===== src/rtl/usb_bulk_pkg.sv =====
// Constants shared by the USB bulk datapath (ulpi_bulk_axis and axis_bulk_framer).
package usb_bulk_pkg;

    localparam int HS_MAX_PACKET         = 512;
    localparam int FS_MAX_PACKET         = 64;
    localparam int DEFAULT_FLUSH_TIMEOUT = 1024;

    // Framer occupancy, derived from (hv, hd, O valid).
    typedef enum logic [1:0] {
        StIdle,
        StHold,
        StReady,
        StDrain
    } framer_state_e;

endpackage


===== src/rtl/axis_bulk_framer.sv =====
// Bulk IN framer: cuts an unframed AXI4-Stream into packets of at most MAX_PACKET bytes.
// Build option AXIS_BULK_FRAMER_TIMEOUT_EN adds a hold stage that flushes idle partial packets.
module axis_bulk_framer
    import usb_bulk_pkg::*;
#(
    parameter int DATA_WIDTH = 8,
    parameter int MAX_PACKET = HS_MAX_PACKET,
    parameter int TIMEOUT    = DEFAULT_FLUSH_TIMEOUT,
    parameter int CBITS      = $clog2(MAX_PACKET + 1),
    parameter int TBITS      = $clog2(TIMEOUT)
) (
    input  logic                  aclk,
    input  logic                  aresetn,
    input  logic                  s_axis_tvalid_i,
    output logic                  s_axis_tready_o,
    input  logic                  s_axis_tlast_i,
    input  logic [DATA_WIDTH-1:0] s_axis_tdata_i,
    output logic                  m_axis_tvalid_o,
    input  logic                  m_axis_tready_i,
    output logic                  m_axis_tlast_o,
    output logic [DATA_WIDTH-1:0] m_axis_tdata_o
);

    logic                  r_o_valid;
    logic                  r_o_last;
    logic [DATA_WIDTH-1:0] r_o_data;
    logic [CBITS-1:0]      r_cnt;
    logic                  w_o_free;
    logic                  w_accept;
    logic [CBITS-1:0]      w_cnt_next;
    logic                  w_new_last;

    assign w_o_free        = !r_o_valid || m_axis_tready_i;
    assign m_axis_tvalid_o = r_o_valid;
    assign m_axis_tlast_o  = r_o_last;
    assign m_axis_tdata_o  = r_o_data;

`ifdef AXIS_BULK_FRAMER_TIMEOUT_EN
    logic                  r_hv;
    logic                  r_hd;
    logic                  r_hl;
    logic [DATA_WIDTH-1:0] r_h_data;
    logic [TBITS-1:0]      r_timer;
    framer_state_e         w_state;
    logic                  w_expired;
    logic                  w_xfer;
    logic                  w_h_last;
    logic                  w_clear;
    logic [CBITS-1:0]      w_cnt_base;

    always_comb begin
        if (!r_hv) begin
            w_state = r_o_valid ? StDrain : StIdle;
        end else begin
            w_state = r_hd ? StReady : StHold;
        end
    end

    // An undecided byte leaves H only alongside a new arrival, so H frees exactly when O does.
    assign s_axis_tready_o = (w_state == StIdle) || (w_state == StDrain) || w_o_free;
    assign w_accept        = s_axis_tvalid_i && s_axis_tready_o;
    assign w_expired       = (r_timer == TBITS'(TIMEOUT - 1));
    assign w_xfer          = w_o_free && ((w_state == StReady) ||
                             ((w_state == StHold) && (s_axis_tvalid_i || w_expired)));
    // A following byte outranks the flush: the held byte then goes out as a middle byte.
    assign w_h_last        = r_hd ? r_hl : !s_axis_tvalid_i;
    assign w_clear         = w_xfer && w_h_last;
    assign w_cnt_base      = w_clear ? '0 : r_cnt;
    assign w_cnt_next      = w_cnt_base + CBITS'(1);
    assign w_new_last      = s_axis_tlast_i || (w_cnt_next == CBITS'(MAX_PACKET));

    always_ff @(posedge aclk or negedge aresetn) begin
        if (!aresetn) begin
            r_hv      <= 1'b0;
            r_hd      <= 1'b0;
            r_hl      <= 1'b0;
            r_h_data  <= '0;
            r_timer   <= '0;
            r_cnt     <= '0;
            r_o_valid <= 1'b0;
            r_o_last  <= 1'b0;
            r_o_data  <= '0;
        end else begin
            if (w_accept) begin
                r_h_data <= s_axis_tdata_i;
                r_hv     <= 1'b1;
                r_hd     <= w_new_last;
                r_hl     <= w_new_last;
                r_timer  <= '0;
                r_cnt    <= w_cnt_next;
            end else begin
                if (w_xfer) begin
                    r_hv    <= 1'b0;
                    r_hd    <= 1'b0;
                    r_hl    <= 1'b0;
                    r_timer <= '0;
                end else if ((w_state == StHold) && !w_expired) begin
                    r_timer <= r_timer + TBITS'(1);
                end
                if (w_clear) begin
                    r_cnt <= '0;
                end
            end
            if (w_xfer) begin
                r_o_valid <= 1'b1;
                r_o_data  <= r_h_data;
                r_o_last  <= w_h_last;
            end else if (m_axis_tready_i) begin
                r_o_valid <= 1'b0;
            end
        end
    end
`else
    logic w_unused_timeout;

    assign w_unused_timeout = (TIMEOUT > TBITS);
    assign s_axis_tready_o  = w_o_free;
    assign w_accept         = s_axis_tvalid_i && s_axis_tready_o;
    assign w_cnt_next       = r_cnt + CBITS'(1);
    assign w_new_last       = s_axis_tlast_i || (w_cnt_next == CBITS'(MAX_PACKET));

    always_ff @(posedge aclk or negedge aresetn) begin
        if (!aresetn) begin
            r_cnt     <= '0;
            r_o_valid <= 1'b0;
            r_o_last  <= 1'b0;
            r_o_data  <= '0;
        end else begin
            if (w_accept) begin
                r_o_valid <= 1'b1;
                r_o_data  <= s_axis_tdata_i;
                r_o_last  <= w_new_last;
                r_cnt     <= w_new_last ? '0 : w_cnt_next;
            end else if (m_axis_tready_i) begin
                r_o_valid <= 1'b0;
            end
        end
    end
`endif

endmodule


===== config.mk =====
export PLATFORM = sky130hd
export DESIGN_NAME = axis_bulk_framer
export DESIGN_NICKNAME = d
export VERILOG_FILES = /design/src/rtl/usb_bulk_pkg.sv /design/src/rtl/axis_bulk_framer.sv
export SDC_FILE = /design/constraint.sdc
export NUM_CORES = 1
export LEC_CHECK = 0
export CAP_MARGIN = 40
export CORE_MARGIN = 4
export CORE_UTILIZATION = 40
export DETAILED_ROUTE_END_ITERATION = 8
export PLACE_DENSITY = 0.69
export SYNTH_ARGS = -nofsm -noshare
export SYNTH_HDL_FRONTEND = slang
export SYNTH_SLANG_ARGS = --single-unit

===== constraint.sdc =====
create_clock -name aclk -period 1.8 [get_ports aclk]
set_input_delay 0.36 -clock aclk [delete_from_list [all_inputs] [get_ports aclk]]
set_output_delay 0.36 -clock aclk [all_outputs]
set_load 0.05 [all_outputs]

Word-level counts from Yosys, hierarchy flattened
Index checks and enable logic that the tools add are counted.
{"block": "word_totals", "ff_bits": 20, "in_bits": 13, "output_inout_bits": 11}
{"block": "op_classes", "eq_ne": 1, "n_reduce_logical": 5, "addsub": 1, "mux": 3}
{"op": "$add A10 B1 Y10 const B", "count": 1}
{"op": "$eq A10 B10 Y1 const B", "count": 1}
{"op": "$mux W10", "count": 1}
{"op": "$logic_or A1 B1 Y1", "count": 2}
{"op": "$mux W1", "count": 2}
{"op": "$reduce_bool A2 Y1", "count": 1}
{"op": "$logic_and A1 B1 Y1", "count": 1}
{"op": "$logic_not A1 Y1", "count": 1}

Longest topological paths before layout
Gate-level depths: netlist of run 1.
{"block": "logic_depth", "ltp_word": 4, "ltp_mapped": 6, "depth_no_buf": 6}

Worst setup path before layout of run 1
OpenSTA, ideal clock, no wires.
{"block": "synth_path", "path_kind": "reg2reg", "start": "reg r_o_valid, in the netlist m_axis_tvalid_o", "end": "reg r_o_last, in the netlist m_axis_tlast_o", "n_path_buf": 2, "path_stages_with_launch": 7, "setup_ns": 0.077, "path_slack_ns": -0.329, "required_ns": 1.723, "t_arrival_ns": 2.052, "cell_sequence": "dfrtp_1 > nand2b_1 > and2_1 > clkbuf_1 > clkbuf_1 > nor2_1 > a21oi_1"}
{"block": "synth_via", "elab_chain_cells": 3}
{"element": "from (decl)", "line": "axis_bulk_framer.sv:24", "rtl": "logic r_o_valid;"}
{"element": "from (signal assigned)", "line": "axis_bulk_framer.sv:125", "rtl": "r_o_valid <= 1'b0;"}
{"element": "from (signal assigned)", "line": "axis_bulk_framer.sv:130", "rtl": "r_o_valid <= 1'b1;"}
{"element": "from (signal assigned)", "line": "axis_bulk_framer.sv:135", "rtl": "r_o_valid <= 1'b0;"}
{"element": "$logic_not A1 Y1", "line": "axis_bulk_framer.sv:33", "rtl": "assign w_o_free = !r_o_valid || m_axis_tready_i;"}
{"element": "$logic_or A1 B1 Y1", "line": "axis_bulk_framer.sv:33"}
{"element": "via s_axis_tready_o", "line": "axis_bulk_framer.sv:15", "rtl": "output logic s_axis_tready_o,"}
{"element": "$logic_and A1 B1 Y1", "line": "axis_bulk_framer.sv:118", "rtl": "assign w_accept = s_axis_tvalid_i && s_axis_tready_o;"}
{"element": "to (signal assigned)", "line": "axis_bulk_framer.sv:132", "rtl": "r_o_last <= w_new_last;"}
{"element": "to (decl)", "line": "axis_bulk_framer.sv:25", "rtl": "logic r_o_last;"}
The timed path passes the listed nets, and every way through them passes these cells.
A chain may end at the register's enable or synchronous reset.

Worst setup path in the final report of run 1
{"block": "layout_path", "start": "reg r_cnt[0]", "end": "reg r_cnt[9]"}
{"block": "layout_via", "elab_chain_cells": 4}
{"element": "from (decl)", "line": "axis_bulk_framer.sv:27", "rtl": "logic [CBITS-1:0] r_cnt;"}
{"element": "from (signal assigned)", "line": "axis_bulk_framer.sv:133", "rtl": "r_cnt <= w_new_last ? '0 : w_cnt_next;"}
{"element": "$add A10 B1 Y10 (*)", "line": "axis_bulk_framer.sv:119", "rtl": "assign w_cnt_next = r_cnt + CBITS'(1);"}
{"element": "$eq A10 B10 Y1", "line": "axis_bulk_framer.sv:120", "rtl": "assign w_new_last = s_axis_tlast_i || (w_cnt_next == CBITS'(MAX_PACKET));"}
{"element": "$logic_or A1 B1 Y1", "line": "axis_bulk_framer.sv:120"}
{"element": "$mux W10 (*)", "line": "axis_bulk_framer.sv:133"}
Mark *: on every way between the ends. The rest lies on a longest branch, timed or not.

==> flow_summary.yaml, run 1 <==
pwr:
  internal_power_uw: 746.7
  power.switching_uw: 375.2
  share_comb_of_total_power_pct: 29.0
  leakage_nw: 0.6860
  clkPwrFrac_pct: 23.8
  p_seq_share_pct: 47.3
  vdd_drop_max_mv: 0.5778
  p_per_area_nw_per_um2: 818.8
  swShare_pct: 33.44
critical_path:
  worst_path_max_delay_cell: "dfrtp_1"
  cpMostUsedCell: "and3_1"
  setup.worst_path.end_class: "flip-flop"
  r2r_end: "r_cnt[9]$_DFFE_PN0P_"
  rr_startpoint: "r_cnt[0]$_DFFE_PN0P_"
  max_stage_delay_ps: 430
  critPathLaunch: "r_cnt[0]$_DFFE_PN0P_"
  cp_num_buf_inv: 0
  arrival_ps: 1930
  reg2regPathDepth: 6
  critPathLaunchType: "flip-flop"
  path_delay_family: "compound AO/OA/AOI/OAI gates"
  cp_cell_sequence: "ha_1 -> and3_1 -> and3_1 -> o211ai_1 -> a31o_4 -> a21oi_1"
  endpoint: "r_cnt[9]$_DFFE_PN0P_"
  reg2reg_slack_ps: 80
  crit_required_ps: 2010
  path_class: "reg2reg"
  crit_fanout: 4
  crit_cells: 6
clock_network:
  cts_buffer_depth: 2
  ctsHoldBuffers: 0
  htreeDepth: 1
  cts_buffers: 3
  tritoncts: "yes"
  clk_pin_slew_worst_paths_ps: 110
  cts_resized: 0
  root_buffer: "clkbuf_4"
  clock_latency_ps: 310
  clkSinkCount: 20
drt:
  drt_iter0_drc: 20
  drcViolationCount: 0
  vias_per_cell: 5.118
  first_pass_iters: 4
  wl_um: 2247
  num_vias: 865
  antenna_left: 0
  wl_per_cell_um: 13.30
placement:
  hpwl_um: 1681
  gp_congestion: 0.7438
  port_buffers: 23
synth:
  synthMuxAreaShare_pct: 2.500
  synth_top_family_by_area: "simple AND/OR/NAND/NOR gates"
  yosysMostFrequentCell: "nand2_1"
  avgSynthCellArea_um2: 9.533
  synth-xor-area-share_pct: 0.8750
  synth_area_leaders: "dfrtp_1 50%, nand2_1 11%, a31oi_1 3.8%"
  synth_nets: 119
  yosysWarnings: 0
  ys_seq_area_share_pct: 50.00
  synthFlopType: "dfrtp_1"
  synth_commonest_cells: "29 x nand2_1, 20 x dfrtp_1, 7 x o21ai_0"
  async_flop_share_pct: 100.0
  netlist_area_um2: 1001
  synthCells: 105
  synth_area_leader_cell: "dfrtp_1"
  synth-simple-area-share_pct: 23.75
  synth_cell_types: 27
  synthAdderAreaFrac_pct: 1.250
  synth.top_cell.area_share_pct: 50.00
  ys_ff_latch: 20
  synth-edff-count: 0
  synth-compound-area-share_pct: 19.00
floorplan:
  start_util_pct: 43.57
  core_um2: 2297
  num_rows: 17
  io_pins: 24
  die_h_um: 58.03
  die-width_um: 58.03
  die-area_um2: 3367
timing:
  fmax_ghz: 0.5815
  fin_crit_ps: 1720
  slew_violations: 0
  hold_slack_ps: 376.8
  fin_setup_tns_ps: 0
  skew_ps: 3.726
  worstMarginPinSlew_ps: 374.3
  maxSlewHeadroom_pct: 75.04
  finalHoldViolCount: 0
  setup_viol: 0
  period_share_pct: 95.53
  rsz0062_at_grt: "no"
final_layout:
  nets: 156
  drive_above_1_share_pct: 25.53
  syn_to_final_growth_pct: 36.87
  antenna_cells: 0
global_routing:
  grt_pass1_vias: 819
  grt_pass1_wl_um: 3636
  grt_max_degree: 21
  antenna_found_initial: 0
  overflow: 0
  grt_use_total_pct: 14.27
min_path:
  hold_path.class: "in2async"
flow_run:
  drv_cap: 0
status:
  status: "complete, no violations"
## worst register-to-register path: cells and delay by family (launching register included)
family,cells,cell delay [ps]
AOI/OAI and AO/OA,3,550
and+or+nand+nor,2,420
DFF,1,430
adders and majority gates,1,220
## power groups by stage
| stage | sequential (mW) | combinational [mW] | clock [mW] |
|---|---|---|---|
| 2_1_floorplan | 0.632 | 0.0984 | 0 |
| 3_3_place_gp | 0.537 | 0.318 | 0 |
| 3_5_place_dp | 0.538 | 0.323 | 0 |
| 4_1_cts | 0.531 | 0.323 | 0.270 |
| 5_1_grt | 0.539 | 0.352 | 0.282 |
| 6_report | 0.530 | 0.325 | 0.267 |
## per-layer routing
metal / vias up / part of all wire (%) / track usage, % / routed length, um
li1: 441 / - / - / -
met1: 399 / 44 / 16.44 / 978
met2: 21 / 49 / 24.52 / 1103
met3: 4 / 6.0 / 4.232 / 134
met4: 0 / 1.3 / 5.960 / 29
met5: - / 0 / 0 / 0
## cell families (layout without fill, tap and decap cells)
kind of cell | Yosys count | count (layout)
compound gates | 26 | 26
xor+xnor | 1 | 1
fa+ha+maj | 1 | 1
buf+inv | 5 | 41
flops | 20 | 20
mux | 2 | 2
simple gates | 50 | 50
## registers in the layout, summed over array words and instances (netlist names)
signal           count
m_axis_tdata_o       8
m_axis_tlast_o       1
r_cnt               10
m_axis_tvalid_o      1
## stage by stage
step	power [mW]	cells	setup WS, ps	utilization, %	instance area [um^2]
floorplan	0.7309	105	26.59	-	1010
global placement	0.8551	164	53.41	57.73	1326
detailed placement	0.8615	164	6.712	57.73	1326
CTS	1.124	168	55.60	59.31	1363
global route	1.174	169	1.834	59.64	1370
finish	1.122	169	80.39	59.64	1370
## final cells by class
cell class	instances	area (um^2)
Multi-Input combinational cell	80	481.7
Tap cell	28	35.03
Fill cell	208	927.1
Sequential cell	20	500.5
Inverter	1	3.754
Timing Repair Buffer	36	312.8
Clock buffer	4	36.28
## what timing repair did
| action | CTS | global route |
|---|---|---|
| setup buffers | 0 | 1 |
| endpoints found under the setup margin | 0 | 4 |
| endpoints found under the hold margin | 0 | 0 |
## cells in the final DEF (no fill, tap or decap), types with 2 or more instances in the layout
cell             netlist  layout
nand4_1                2       2
a21oi_1                2       2
o31ai_2                2       2
buf_4                  0      23
and3_4                 2       2
and3_1                 4       4
nand2b_1               3       2
dfrtp_1               20      20
clkdlybuf4s50_1        0      12
a31oi_1                6       6
o21ai_0                7       7
nor2_1                 5       5
o21a_1                 5       5
clkbuf_4               0       3
nand3_1                2       2
nand2_1               29      29
## worst min path at each step
stage	from	slack [ps]	end
floorplan	aresetn	60	m_axis_tdata_o[0]$_DFFE_PN0P_
global placement	m_axis_tdata_o[4]$_DFFE_PN0P_	460	m_axis_tdata_o[4]$_DFFE_PN0P_
detailed placement	m_axis_tdata_o[3]$_DFFE_PN0P_	460	m_axis_tdata_o[3]$_DFFE_PN0P_
CTS	aresetn	390	r_cnt[4]$_DFFE_PN0P_
global route	aresetn	410	r_cnt[7]$_DFFE_PN0P_
finish	aresetn	380	r_cnt[9]$_DFFE_PN0P_
Note: power is estimated with default switching activity, not from simulation.
==> inputs of run 2 (changes only) <==
SKIP_LAST_GASP = 1   (was not set)
==> results of run 2 <==
Same layout as run 1: the final DEF is identical, and so are final timing and power.
==> inputs of run 3 (changes only) <==
clock period = 1.7 ns   (was 1.8 ns; I/O delays follow)
==> run 3 against run 2 <==
Core utilization grew 4.1 points. Power grew 8.1%. Via count up 8.9%. Critical path depth unchanged. Final cell count grew 5.3%. Die area unchanged. Largest power group unchanged. Clock skew rose by 3.0 ps. Register-to-register slack worse by 30 ps.
==> flow_summary.yaml, run 3 (synthesis gave the netlist of run 1 again) <==
final_layout:
  nets: 165
  final_common_cell: "buf_4"
  largest_register_ffs: 10
  drive_above_1_share_pct: 34.00
  largest-register: "r_cnt"
  antenna_cells: 0
  syn_to_final_growth_pct: 46.38
  final_cell_area_um2: 1465
  mostFrequentLayoutCells: "32 x buf_4, 29 x nand2_1, 17 x dfrtp_1"
critical_path:
  path_class: "reg2reg"
  worst_path_max_delay_cell: "dfrtp_1"
  max_stage_delay_ps: 400
  setup.worst_path.end_class: "flip-flop"
  arrival_ps: 1890
  cp_cell_sequence: "ha_2 -> and3_4 -> and3_4 -> o211ai_1 -> a31o_4 -> o31ai_2"
  crit_required_ps: 1930
  cpMostUsedCell: "and3_4"
  critPathLaunchType: "flip-flop"
  crit_fanout: 4
floorplan:
  die-area_um2: 3367
  start_util_pct: 43.57
  die-width_um: 58.03
  die_h_um: 58.03
  num_rows: 17
  core_um2: 2297
  io_pins: 24
drt:
  wl_per_cell_um: 13.32
  antenna_left: 0
  drcViolationCount: 0
  drt_iter0_drc: 14
  vias_per_cell: 5.292
  num_vias: 942
  wl_um: 2371
  first_pass_iters: 4
clock_network:
  clkSinkCount: 20
  cts_buffers: 3
  cts_buffer_depth: 2
  clk_pin_slew_worst_paths_ps: 110
  root_buffer: "clkbuf_4"
  tritoncts: "yes"
  htreeDepth: 1
  clock_latency_ps: 310
timing:
  period_share_pct: 97.25
  slew_violations: 0
  finalHoldViolCount: 0
  skew_ps: 6.740
  worstMarginPinSlew_ps: 416.8
  fin_setup_tns_ps: 0
  setup_viol: 0
  fin_crit_ps: 1653
  fmax_ghz: 0.6048
  maxSlewHeadroom_pct: 72.21
pwr:
  p_per_area_nw_per_um2: 827.5
  leakage_nw: 0.7233
  vdd_drop_max_mv: 0.6652
global_routing:
  grt_pass1_vias: 897
  grt_use_total_pct: 15.25
  overflow: 0
  antenna_found_initial: 0
  grt_pass1_wl_um: 3995
  grt_max_degree: 21
placement:
  port_buffers: 23
  place_area_um2: 1358
  hpwl_um: 1693
  gp_congestion: 0.7660
status:
  status: "complete, no violations"
flow_run:
  drv_cap: 0
min_path:
  hold_path.class: "in2async"
==> run 3: power by group <==
part           internal, mW  switching (mW)  total (mW)
registers             0.523          0.0370       0.560
clock network         0.131           0.148       0.279
logic                 0.152           0.221       0.373
==> run 3: stage by stage <==
| step | setup WS [ps] | instances | util [%] | power, mW | hold slack [ps] |
|---|---|---|---|---|---|
| global route | -10.86 | 178 | 63.78 | 1.285 | 365.2 |
| floorplan | 39.68 | 105 | - | 0.7743 | 44.41 |
| CTS | 0.4694 | 173 | 61.22 | 1.211 | 360.1 |
| finish | 46.70 | 178 | 63.78 | 1.212 | 355.6 |
| detailed placement | -121.4 | 168 | 59.10 | 0.9286 | 471.3 |
| global placement | -86.25 | 168 | 59.10 | 0.9194 | 463.2 |
==> run 3: final timing paths <==
check	start	endpoint	slack (ps)	cells past startpoint
min	aresetn	r_cnt[3]$_DFFE_PN0P_	360	2
max	r_cnt[1]$_DFFE_PN0P_	r_cnt[0]$_DFFE_PN0P_	50	6
max in group asynchronous	aresetn	r_cnt[5]$_DFFE_PN0P_	1120	2
min reg2reg	m_axis_tdata_o[6]$_DFFE_PN0P_	m_axis_tdata_o[6]$_DFFE_PN0P_	500	2
max reg2reg	r_cnt[1]$_DFFE_PN0P_	r_cnt[0]$_DFFE_PN0P_	50	6
min in group aclk	m_axis_tdata_o[6]$_DFFE_PN0P_	m_axis_tdata_o[6]$_DFFE_PN0P_	500	2
==> run 3: area by class of cell <==
cell class	instances	area (um^2)
fill	201	832.0
multi-input combinational	80	505.5
sequential	20	504.2
timing repair buffer	45	380.4
clock buffer	4	36.28
tap	28	35.03
inverter	1	3.754
==> run 3: what timing repair did <==
action | CTS | global route
cloned | 0 | 0
hold buffers | 0 | 0
buffers inserted | 1 | 5
resized for setup | 3 | 4
pin swaps | 4 | 7
setup endpoints to repair | 4 | 5
==> run 3: critical path, delay by kind of cell (launching register included) <==
kind / cells / cell delay (ps)
compound gates: 3 / 600
fa+ha+maj: 1 / 190
flops: 1 / 400
simple gates: 2 / 390
==> run 3: metal layers <==
metal	GRT usage, %	share of wire, %
met1	19.06	44
met2	24.68	49
met3	4.009	5.1
met4	6.623	2.3
met5	0	0
